==> config.mk <==
export PLATFORM = sky130hd
export DESIGN_NAME = tohost_wr_arb
export DESIGN_NICKNAME = d
export VERILOG_FILES = /design/src/rtl/tohost_wr_arb.sv
export SDC_FILE = /design/constraint.sdc
export NUM_CORES = 1
export LEC_CHECK = 0
export BUFFER_PORTS_ARGS = -buffer_cell sky130_fd_sc_hd__buf_2
export CAP_MARGIN = 15
export CORE_UTILIZATION = 36
export DETAILED_ROUTE_END_ITERATION = 8
export GPL_ROUTABILITY_DRIVEN = 1
export PLACE_DENSITY = 0.77
export REMOVE_ABC_BUFFERS = 1
export SLEW_MARGIN = 5
export SYNTH_ARGS = -nofsm -noshare
export SYNTH_HDL_FRONTEND = slang
export SYNTH_SLANG_ARGS = --single-unit
==> constraint.sdc <==
create_clock -name dspclk -period 8.6 [get_ports dspclk]
set_clock_uncertainty 0.1 [all_clocks]
set_input_delay 0.86 -clock dspclk [delete_from_list [all_inputs] [get_ports dspclk]]
set_output_delay 0.86 -clock dspclk [all_outputs]
set_load 0.02 [all_outputs]
==> src/rtl/tohost_wr_arb.sv <==
// tohost_wr_arb
// Round-robin arbiter that lets NREQ DSP-side producers share the single
// write port of the to-host BRAM. The BRAM is split into NREQ equal
// segments. Each requester fills its own segment sequentially, and a
// segment stops accepting data once it holds SEGDEPTH words. The host drains
// the segments and releases all of them with a one-cycle clear pulse.
//
// Ports
//   dspclk     : clock, all logic on the rising edge
//   dspreset   : asynchronous active-high reset
//   req_valid  : per-requester data valid
//   req_data   : per-requester data, requester i at [i*DATAWIDTH +: DATAWIDTH]
//   req_ready  : per-requester accept (combinational)
//   clear      : one-cycle pulse that empties every segment
//   bram_we    : registered BRAM write enable
//   bram_addr  : registered BRAM write address {req_id, ptr}
//   bram_data  : registered BRAM write data
//   full       : registered per-segment full flags
//   wcount     : registered per-segment word counts, 0..SEGDEPTH
module tohost_wr_arb #(
   parameter int NREQ      = 4,
   parameter int ADDRWIDTH = 13,
   parameter int DATAWIDTH = 64
) (
   input  logic                                       dspclk,
   input  logic                                       dspreset,
   input  logic [NREQ-1:0]                            req_valid,
   input  logic [NREQ*DATAWIDTH-1:0]                  req_data,
   output logic [NREQ-1:0]                            req_ready,
   input  logic                                       clear,
   output logic                                       bram_we,
   output logic [ADDRWIDTH-1:0]                       bram_addr,
   output logic [DATAWIDTH-1:0]                       bram_data,
   output logic [NREQ-1:0]                            full,
   output logic [NREQ*(ADDRWIDTH-$clog2(NREQ)+1)-1:0] wcount
);

   localparam int IDW   = $clog2(NREQ);
   localparam int SEGAW = ADDRWIDTH - IDW;
   localparam int CW    = SEGAW + 1;
   localparam logic [CW-1:0]  LAST_SLOT  = CW'((1 << SEGAW) - 1);
   localparam logic [IDW-1:0] LAST_INDEX = IDW'(NREQ - 1);

   logic [DATAWIDTH-1:0] data_arr   [NREQ];
   logic [CW-1:0]        wcount_reg [NREQ];
   logic                 full_reg   [NREQ];
   logic [NREQ-1:0]      eligible;
   logic [IDW-1:0]       last_grant_reg;
   logic [IDW-1:0]       search_idx;
   logic [IDW-1:0]       grant_id;
   logic                 grant_found;
   logic [NREQ-1:0]      grant_onehot;
   logic                 handshake;

   // Per-segment state. The write pointer is the low SEGAW bits of the word
   // count: both reset and clear together and step together, and the count's
   // low bits wrap to 0 exactly when the count reaches SEGDEPTH.
   for (genvar gi = 0; gi < NREQ; gi++) begin : g_seg
      assign data_arr[gi]             = req_data[gi*DATAWIDTH +: DATAWIDTH];
      assign wcount[gi*CW +: CW]      = wcount_reg[gi];
      assign full[gi]                 = full_reg[gi];
      assign eligible[gi]             = req_valid[gi] & ~full_reg[gi];

      always_ff @(posedge dspclk or posedge dspreset) begin
         if (dspreset) begin
            wcount_reg[gi] <= '0;
            full_reg[gi]   <= 1'b0;
         end else if (clear) begin
            wcount_reg[gi] <= '0;
            full_reg[gi]   <= 1'b0;
         end else if (req_ready[gi]) begin
            wcount_reg[gi] <= wcount_reg[gi] + 1'b1;
            if (wcount_reg[gi] == LAST_SLOT) begin
               full_reg[gi] <= 1'b1;
            end
         end
      end
   end

   // Rotating priority search starting just after the last winner. NREQ is a
   // power of two, so the IDW-bit index sum wraps modulo NREQ on its own; the
   // final step (k == NREQ) revisits the last winner itself.
   always_comb begin
      grant_found = 1'b0;
      grant_id    = '0;
      search_idx  = '0;
      for (int k = 1; k <= NREQ; k++) begin
         search_idx = last_grant_reg + IDW'(k);
         if (!grant_found && eligible[search_idx]) begin
            grant_found = 1'b1;
            grant_id    = search_idx;
         end
      end
   end

   always_comb begin
      grant_onehot = '0;
      if (grant_found) begin
         grant_onehot = NREQ'(1) << grant_id;
      end
      // clear wins over any valid; nothing is accepted while reset is held.
      req_ready = grant_onehot & {NREQ{~clear & ~dspreset}};
      handshake = |req_ready;
   end

   // Write port registers. Address and data only move on an accepted word so
   // the last write stays visible on the port while bram_we is low.
   always_ff @(posedge dspclk or posedge dspreset) begin
      if (dspreset) begin
         bram_we        <= 1'b0;
         bram_addr      <= '0;
         bram_data      <= '0;
         last_grant_reg <= LAST_INDEX;
      end else begin
         bram_we <= handshake;
         if (handshake) begin
            bram_addr      <= {grant_id, wcount_reg[grant_id][SEGAW-1:0]};
            bram_data      <= data_arr[grant_id];
            last_grant_reg <= grant_id;
         end
         if (clear) begin
            last_grant_reg <= LAST_INDEX;
         end
      end
   end

endmodule

* Word level (Yosys, flattened, before mapping) *
Index checks and enable logic that the tools add are counted.

word-level totals
  register bits = 132
  output and inout port bits = 134

cells by class
  add/subtract/negate cells = 7
  magnitude comparators = 5
  equality and inequality tests = 4
  shift operators = 1
  muxes and demuxes = 45
  bitwise operators = 13
  reduce and logical (&&, ||, !) cells = 20

operators with widths
  cell                     number
  $bmux W64 S2             1
  $mux W64                 2
  $mux W12                 8
  $add A12 B1 Y12 const B  4
  $eq A12 B11 Y1 const B   4
  $bmux W12 S2             1
  $mux W11                 2
  $mux W1                  20
  $reduce_bool A2 Y1       9
  $lt A2 B3 Y1 const B     4
  $mux W2                  6
  $bmux W1 S2              4
  $reduce_and A2 Y1        4
  $not A1 Y1               6
  $and A1 B1 Y1            5
  $add A2 B2 Y2 const B    2
  $and A4 B4 Y4            1
  $mux W4                  1
  $reduce_or A4 Y1         1
  $shl A1 B2 Y4 const A    1
  $ge A3 B3 Y1 const B     1
  $logic_and A1 B1 Y1      3
  $logic_not A1 Y1         3
  $not A2 Y3               1
  $add A2 B1 Y2 const B    1

* Logic depth before layout (Yosys ltp) *
Gate-level depths: netlist of the first run.

  depth after elaboration = 20
  gate-level depth with buffers = 10
  depth with buffers taken out = 7

* Least setup slack after synthesis of the first run *
OpenSTA, ideal clock, no wires.

  kind = input -> register
  start = in dspreset
  end = reg wcount_reg (netlist bit wcount[2])
  library setup time = 0.073 ns
  arrival time = 6.017 ns
  data required time = 8.427 ns
  path slack = 2.410 ns
  stages on the path = 6
  path buffers = 2
  cell sequence = clkbuf_1 -> inv_1 -> clkbuf_1 -> o2111ai_1 -> xor2_1 -> nor2_1

on the way
  word-level cells in the longest chain between the ends = 4

ends and longest elaborated chain
  what                                 RTL line  source
  from (decl)                          26        input logic dspreset,
  $not A1 Y1                           102       req_ready = grant_onehot & {NREQ{~clear & ~dspreset}};
  $and A1 B1 Y1                        102
  $and A4 B4 Y4                        102
  $reduce_bool A2 Y1 (no source line)  n/a
  to (signal, indexed assignment)      72        wcount_reg[gi] <= wcount_reg[gi] + 1'b1;
  to (decl)                            45        logic [CW-1:0] wcount_reg [NREQ];

No other way between the ends.
A chain may end at the register's enable or synchronous reset.

* Final worst setup path of the first run *
  start = in clear
  end = out req_ready[0]

on the way
  word-level cells in the longest chain between the ends = 3

ends and longest elaborated chain
  what           RTL line  source
  from (decl)    30        input logic clear,
  $not A1 Y1     102
  $and A1 B1 Y1  102
  $and A4 B4 Y4  102
  to (decl)      29        output logic [NREQ-1:0] req_ready,

No other way between the ends.

==> results of run 1 <==
==> per-stage QoR <==
step	hold slack [ns]	util	cell area [um^2]
2_1_floorplan	0.509	-	7810
3_3_place_gp	0.377	0.466	10300
3_5_place_dp	0.383	0.466	10300
4_1_cts	0.399	0.493	10900
5_1_grt	0.409	0.494	10900
6_report	0.393	0.494	10900
==> worst paths after layout <==
kind	cells after the start	slack, ns	endpoint	start
max in group asynchronous	3	6.32	bram_data[41]	dspreset
worst max-delay path	8	4.23	req_ready[0]	clear
min in group asynchronous	2	0.70	wcount[10]	dspreset
worst min-delay path	1	0.39	bram_addr[11]	bram_addr[11]
worst max register to register	6	5.38	bram_data[62]	full[3]
worst min register to register	1	0.39	bram_addr[11]	bram_addr[11]
==> cells by family (layout without fill, tap and decap cells) <==
logic type | Yosys count | after routing
simple gates | 241 | 241
xor+xnor | 4 | 4
fa+ha+maj | 4 | 4
compound gates | 470 | 470
flops | 132 | 132
buf+inv | 100 | 447
other cells | 0 | 11
mux | 12 | 12
==> report_power, final <==
| part | switching [mW] | leakage (nW) | internal (mW) |
|---|---|---|---|
| Sequential | 0.0536 | 1.67 | 0.703 |
| Clock | 0.329 | 0.299 | 0.442 |
| Combinational | 0.386 | 2.98 | 0.206 |
| Total | 0.768 | 4.95 | 1.35 |
==> cell usage after synthesis (6+ instances only) <==
cell,count
sky130_fd_sc_hd__nor2_1,109
sky130_fd_sc_hd__o21ai_0,16
sky130_fd_sc_hd__nor2b_1,16
sky130_fd_sc_hd__inv_1,6
sky130_fd_sc_hd__a22oi_2,20
sky130_fd_sc_hd__nand4_1,7
sky130_fd_sc_hd__a21oi_1,260
sky130_fd_sc_hd__buf_1,20
sky130_fd_sc_hd__or3_1,8
sky130_fd_sc_hd__clkbuf_1,57
sky130_fd_sc_hd__mux2_2,12
sky130_fd_sc_hd__o31ai_1,14
sky130_fd_sc_hd__dfrtp_1,130
sky130_fd_sc_hd__nand2_1,23
sky130_fd_sc_hd__a221oi_1,75
sky130_fd_sc_hd__nand3_1,23
sky130_fd_sc_hd__buf_6,6
sky130_fd_sc_hd__a22oi_1,57
sky130_fd_sc_hd__or4_1,14
==> critical path: cells and delay by family <==
family	cells	cell delay, ns
AOI/OAI and AO/OA	1	0.56
and+or+nand+nor	2	0.43
buffers and inverters	5	1.52
==> layer usage <==
layer  vias to the layer above  routed length, um
met5                         -                  0
met4                         0               1440
li1                       4400                  -
met1                      4887              13700
met2                       700              16800
met3                       116               3570
==> final cells by class <==
| cell class | count | area, um^2 | area share |
|---|---|---|---|
| multi-input combinational | 731 | 4520 | 0.414 |
| sequential | 132 | 3310 | 0.303 |
| timing repair buffer | 408 | 2070 | 0.190 |
| clock buffer | 17 | 425 | 0.0390 |
| tap | 280 | 350 | 0.0321 |
| clock inverter | 15 | 184 | 0.0168 |
| inverter | 7 | 32.5 | 0.00298 |
| antenna | 11 | 27.5 | 0.00252 |
==> results.toml, run 1 <==
[outcome]
run_status = "complete, no violations"

[synth]
yosys.area.top_type = "sky130_fd_sc_hd__dfrtp_1"
syn_inst = 963
syn_avg_cell_area_um2 = 8.55
synth_top_flop_cell = "sky130_fd_sc_hd__dfrtp_1"
count_of_cell_types_in_the_netlist = 58
async_flop_share = 1.00
synthesis.yosys.warnings = 0
yosys.area.top_type_share = 0.395
synthMuxAreaShare = 0.0164
compound_cell_area_share_of_the_yosys_netlist = 0.371
synth_top_family_by_area = "compound AO/OA/AOI/OAI gates"
ys_seq_elements = 132
synth.cell_area_um2 = 8230
synth_edf_count = 0
ys_top_cells_by_area = "sky130_fd_sc_hd__dfrtp_1 (40%), sky130_fd_sc_hd__a21oi_1 (16%), sky130_fd_sc_hd__a221oi_1 (8.0%)"
ys_seq_area_frac = 0.402
synth_xor_xnor_area_share = 0.00426
yosys.area_share.adder = 0.00608
synth_simple_gate_area_frac = 0.147

[detailed_routing]
detail_route.wl_per_cell_um = 22.2
via_count = 10103
drt.antenna.violating_nets = 0
drcViolationCount = 0
wirelength_um = 35500
detail_route.iter0.violations = 1157
via_per_inst = 6.31
drt-pass1-iter-count = 8

[die]
floorplan.rows = 54
floorplan.die.height_um = 153
die_area_um2 = 23500
core_area_um2 = 22100
io-pin-count = 397
floorplan.initialDensity = 0.373
width_of_the_chip_um = 153

[power_and_ir_drop]
vdd_ir_drop_max_mv = 0.117
design_power_total_mw = 2.12
cellPowerDensity_nw_per_um2 = 194
power.static_leakage_nw = 4.95

[layout]
final_common_cell = "sky130_fd_sc_hd__buf_2"
largest_register_ff_count = 64
finalNonFillerCells = 1601
final_net_count = 1564
layout.filler_cells = 2154
proportion_of_layout_cells_with_a_drive_suffix_above_1 = 0.375
area.growth.synth_to_final_pct = 32.7
layout.cells.most_common_list = "sky130_fd_sc_hd__buf_2 (396), sky130_fd_sc_hd__a21oi_1 (260), sky130_fd_sc_hd__dfrtp_1 (130)"

[clock_tree]
cts.htree.levels = 4
post_cts.repair.setup_buffers = 0
cts_hold_repair.buffers = 0
cts.path.max_buffers = 2
tritoncts.num_buffers = 17
clk_pin_slew_ns = 0.07
post_cts.resized_instances = 0
clock-sinks = 132
tritoncts_clock_tree = "done"
cts_root_buf = "sky130_fd_sc_hd__clkbuf_16"
clk_latency_ns = 0.42

[sta]
fmax_ghz = 0.229
grt_setup_unrepaired = "no"
worst_slew_pin_slew_ns = 1.20
layout_setup_ws_ns = 4.23
finalCriticalPeriod_ns = 4.37
timing.final.max_slew_violations = 0
relSlewSlack = 0.198
fin_tns_setup_ns = 0
final_hold_viol_count = 0
setup_violations = 0
timing.final.crit_share = 0.509

[grt]
globalRoute.totalOverflow = 0
antenna_found_initial = 10
grt_max_degree = 77
grt_pass1_vias = 9508
grt_use_total = 0.293
grtUsageMet3 = 0.0621
use_met2 = 0.475
groute.layer.met1.usage = 0.372
first_pass_grt_wire_length_um = 53600
grt.busiest_layer = "met2"

[critical_path]
worstSetupEndpointType = "output port"
cp_slowest_stage_delay_ns = 0.58
cp_cell_sequence = "buf_2 -> buf_4 -> nor2_2 -> nand2_1 -> clkinv_2 -> o21ai_1 -> inv_1 -> buf_2"
critical_path.most_common_cell = "sky130_fd_sc_hd__buf_2"
timing.critical_path.required_ns = 7.64
worst_path_max_delay_cell = "sky130_fd_sc_hd__clkinv_2"
worstSetupStartpointType = "input pin"
timing.critical_path.arrival_ns = 3.41
crit_path_max_fanout = 65
path_class = "input pin to output port"

[placement]
gp_congestion = 0.972
io_buffer_count = 396
dp.cells = 1558
post-place-ws_ns = 4.24
detailedPlacementHpwl_um = 24100

[worst_hold_path]
timing.hold.worst.class = "flop to flop"

[job]
max-cap-violations = 0
Note: power is estimated with default switching activity, not from simulation.
==> run 2, diff against run 1 <==
- PLACE_DENSITY: 0.77 -> 0.79
- clock period: 8.6 -> 4 ns (I/O delays scaled with it)
==> results.toml, run 2 (synthesis results as in run 1) <==
[critical_path]
timing.critical_path.arrival_ns = 2.60
crit_path_max_fanout = 24
timing.critical_path.required_ns = 3.50
worstSetupStartpointType = "flop"
worstSetupEndpointType = "output port"
path_class = "flop to output port"

[layout]
layout.area.seq_um2 = 3310
area.growth.synth_to_final_pct = 33.4
proportion_of_layout_cells_with_a_drive_suffix_above_1 = 0.378
finalNonFillerCells = 1606
layout.cells.most_common_list = "sky130_fd_sc_hd__buf_2 (396), sky130_fd_sc_hd__a21oi_1 (260), sky130_fd_sc_hd__dfrtp_1 (130)"
layout.filler_cells = 2122
final_common_cell = "sky130_fd_sc_hd__buf_2"
final_net_count = 1570
area_of_combinational_cells_with_multiple_inputs_um2 = 4520
largest_register_ff_count = 64

[sta]
setup_violations = 0
finalCriticalPeriod_ns = 3.10
timing.final.crit_share = 0.774
timing.final.max_slew_violations = 0
relSlewSlack = 0.315
hold-worst-slack_ns = 0.181
worst_slew_pin_slew_ns = 1.03
final_hold_viol_count = 0
fmax_ghz = 0.323
fin_tns_setup_ns = 0
grt_setup_unrepaired = "no"

[grt]
grt_use_total = 0.288
globalRoute.totalOverflow = 0
grt_max_degree = 84
grt_pass1_vias = 9421
first_pass_grt_wire_length_um = 53100
antenna_found_initial = 10

[clock_tree]
tritoncts_clock_tree = "done"
cts.htree.levels = 4
cts_hold_repair.buffers = 0
post_cts.repair.setup_buffers = 0
clk_latency_ns = 0.41
post_cts.resized_instances = 0
cts_root_buf = "sky130_fd_sc_hd__clkbuf_16"
cts.path.max_buffers = 2
tritoncts.num_buffers = 17
clk_pin_slew_ns = 0.07
clock-sinks = 132

[detailed_routing]
drcViolationCount = 0
drt-pass1-iter-count = 8
detail_route.iter0.violations = 1194
detail_route.wl_per_cell_um = 21.7
via_count = 10016
wirelength_um = 34900
via_per_inst = 6.24
drt.antenna.violating_nets = 0

[power_and_ir_drop]
power.static_leakage_nw = 4.97
power.net_switching_mw = 1.58
share_comb_of_total_power = 0.282
share_seq_of_total_power = 0.361
vdd_ir_drop_max_mv = 0.228
cellPowerDensity_nw_per_um2 = 410
clkPwrFrac = 0.357
switching_share = 0.351
p_int_mw = 2.92

[die]
width_of_the_chip_um = 153
floorplan.rows = 54
die_area_um2 = 23500
floorplan.initialDensity = 0.373
floorplan.die.height_um = 153
core_area_um2 = 22100
io-pin-count = 397

[worst_hold_path]
timing.hold.worst.class = "input pin to flop"

[job]
max-cap-violations = 0

[placement]
detailedPlacementHpwl_um = 24100
dp.cells = 1564
io_buffer_count = 396
gp_congestion = 0.977

[outcome]
run_status = "complete, no violations"
-- run 2: cell type report --
cell class,count,area share
Multi-Input combinational cell,731,0.412
Sequential cell,132,0.301
Timing Repair Buffer,414,0.195
Clock buffer,19,0.0412
Tap cell,280,0.0319
Clock inverter,13,0.0136
Inverter,7,0.00285
Antenna cell,10,0.00228
-- run 2: final timing paths --
path,cells after the start,start,end,slack [ns]
max,5,last_grant_reg[1],req_ready[3],0.90
min,3,req_data[45],bram_data[45],0.18
max reg2reg,6,last_grant_reg[0],bram_data[51],1.23
min reg2reg,1,bram_addr[11],bram_addr[11],0.39
max in group asynchronous,3,dspreset,bram_data[49],2.53
min in group asynchronous,2,dspreset,wcount[3],0.26
-- run 2: power by group through the flow --
stage               clock [mW]  sequential [mW]  combinational (mW)
floorplan                    0             1.85               0.491
global placement             0             1.64                1.24
detailed placement           0             1.65                1.26
CTS                       1.64             1.62                1.26
global route              1.70             1.64                1.37
finish                    1.61             1.63                1.27
-- run 2: critical path, cell delays in order (launching register included) --
cell                      delay, ns
sky130_fd_sc_hd__dfstp_2       0.60
sky130_fd_sc_hd__inv_1         0.14
sky130_fd_sc_hd__a22oi_1       0.36
sky130_fd_sc_hd__o22a_1        0.73
sky130_fd_sc_hd__nor2_1        0.14
sky130_fd_sc_hd__buf_2         0.20
-- run 2: per-layer routing --
metal  vias up  track usage  share of wire
met5         -            0              0
met3       112       0.0553          0.097
li1       4412            -              -
met4         0        0.143          0.039
met1      4795        0.370           0.39
met2       697        0.463           0.48
-- run 2: metrics by stage --
stage               total power [mW]  area [um^2]  utilization  worst slack, ns
finish                          4.51        11000        0.497            0.904
global route                    4.71        11000        0.497            0.761
CTS                             4.53        11000        0.496            0.890
detailed placement              2.91        10400        0.469             1.26
global placement                2.88        10400        0.469             1.28
floorplan                       2.34         7810            -           -0.918
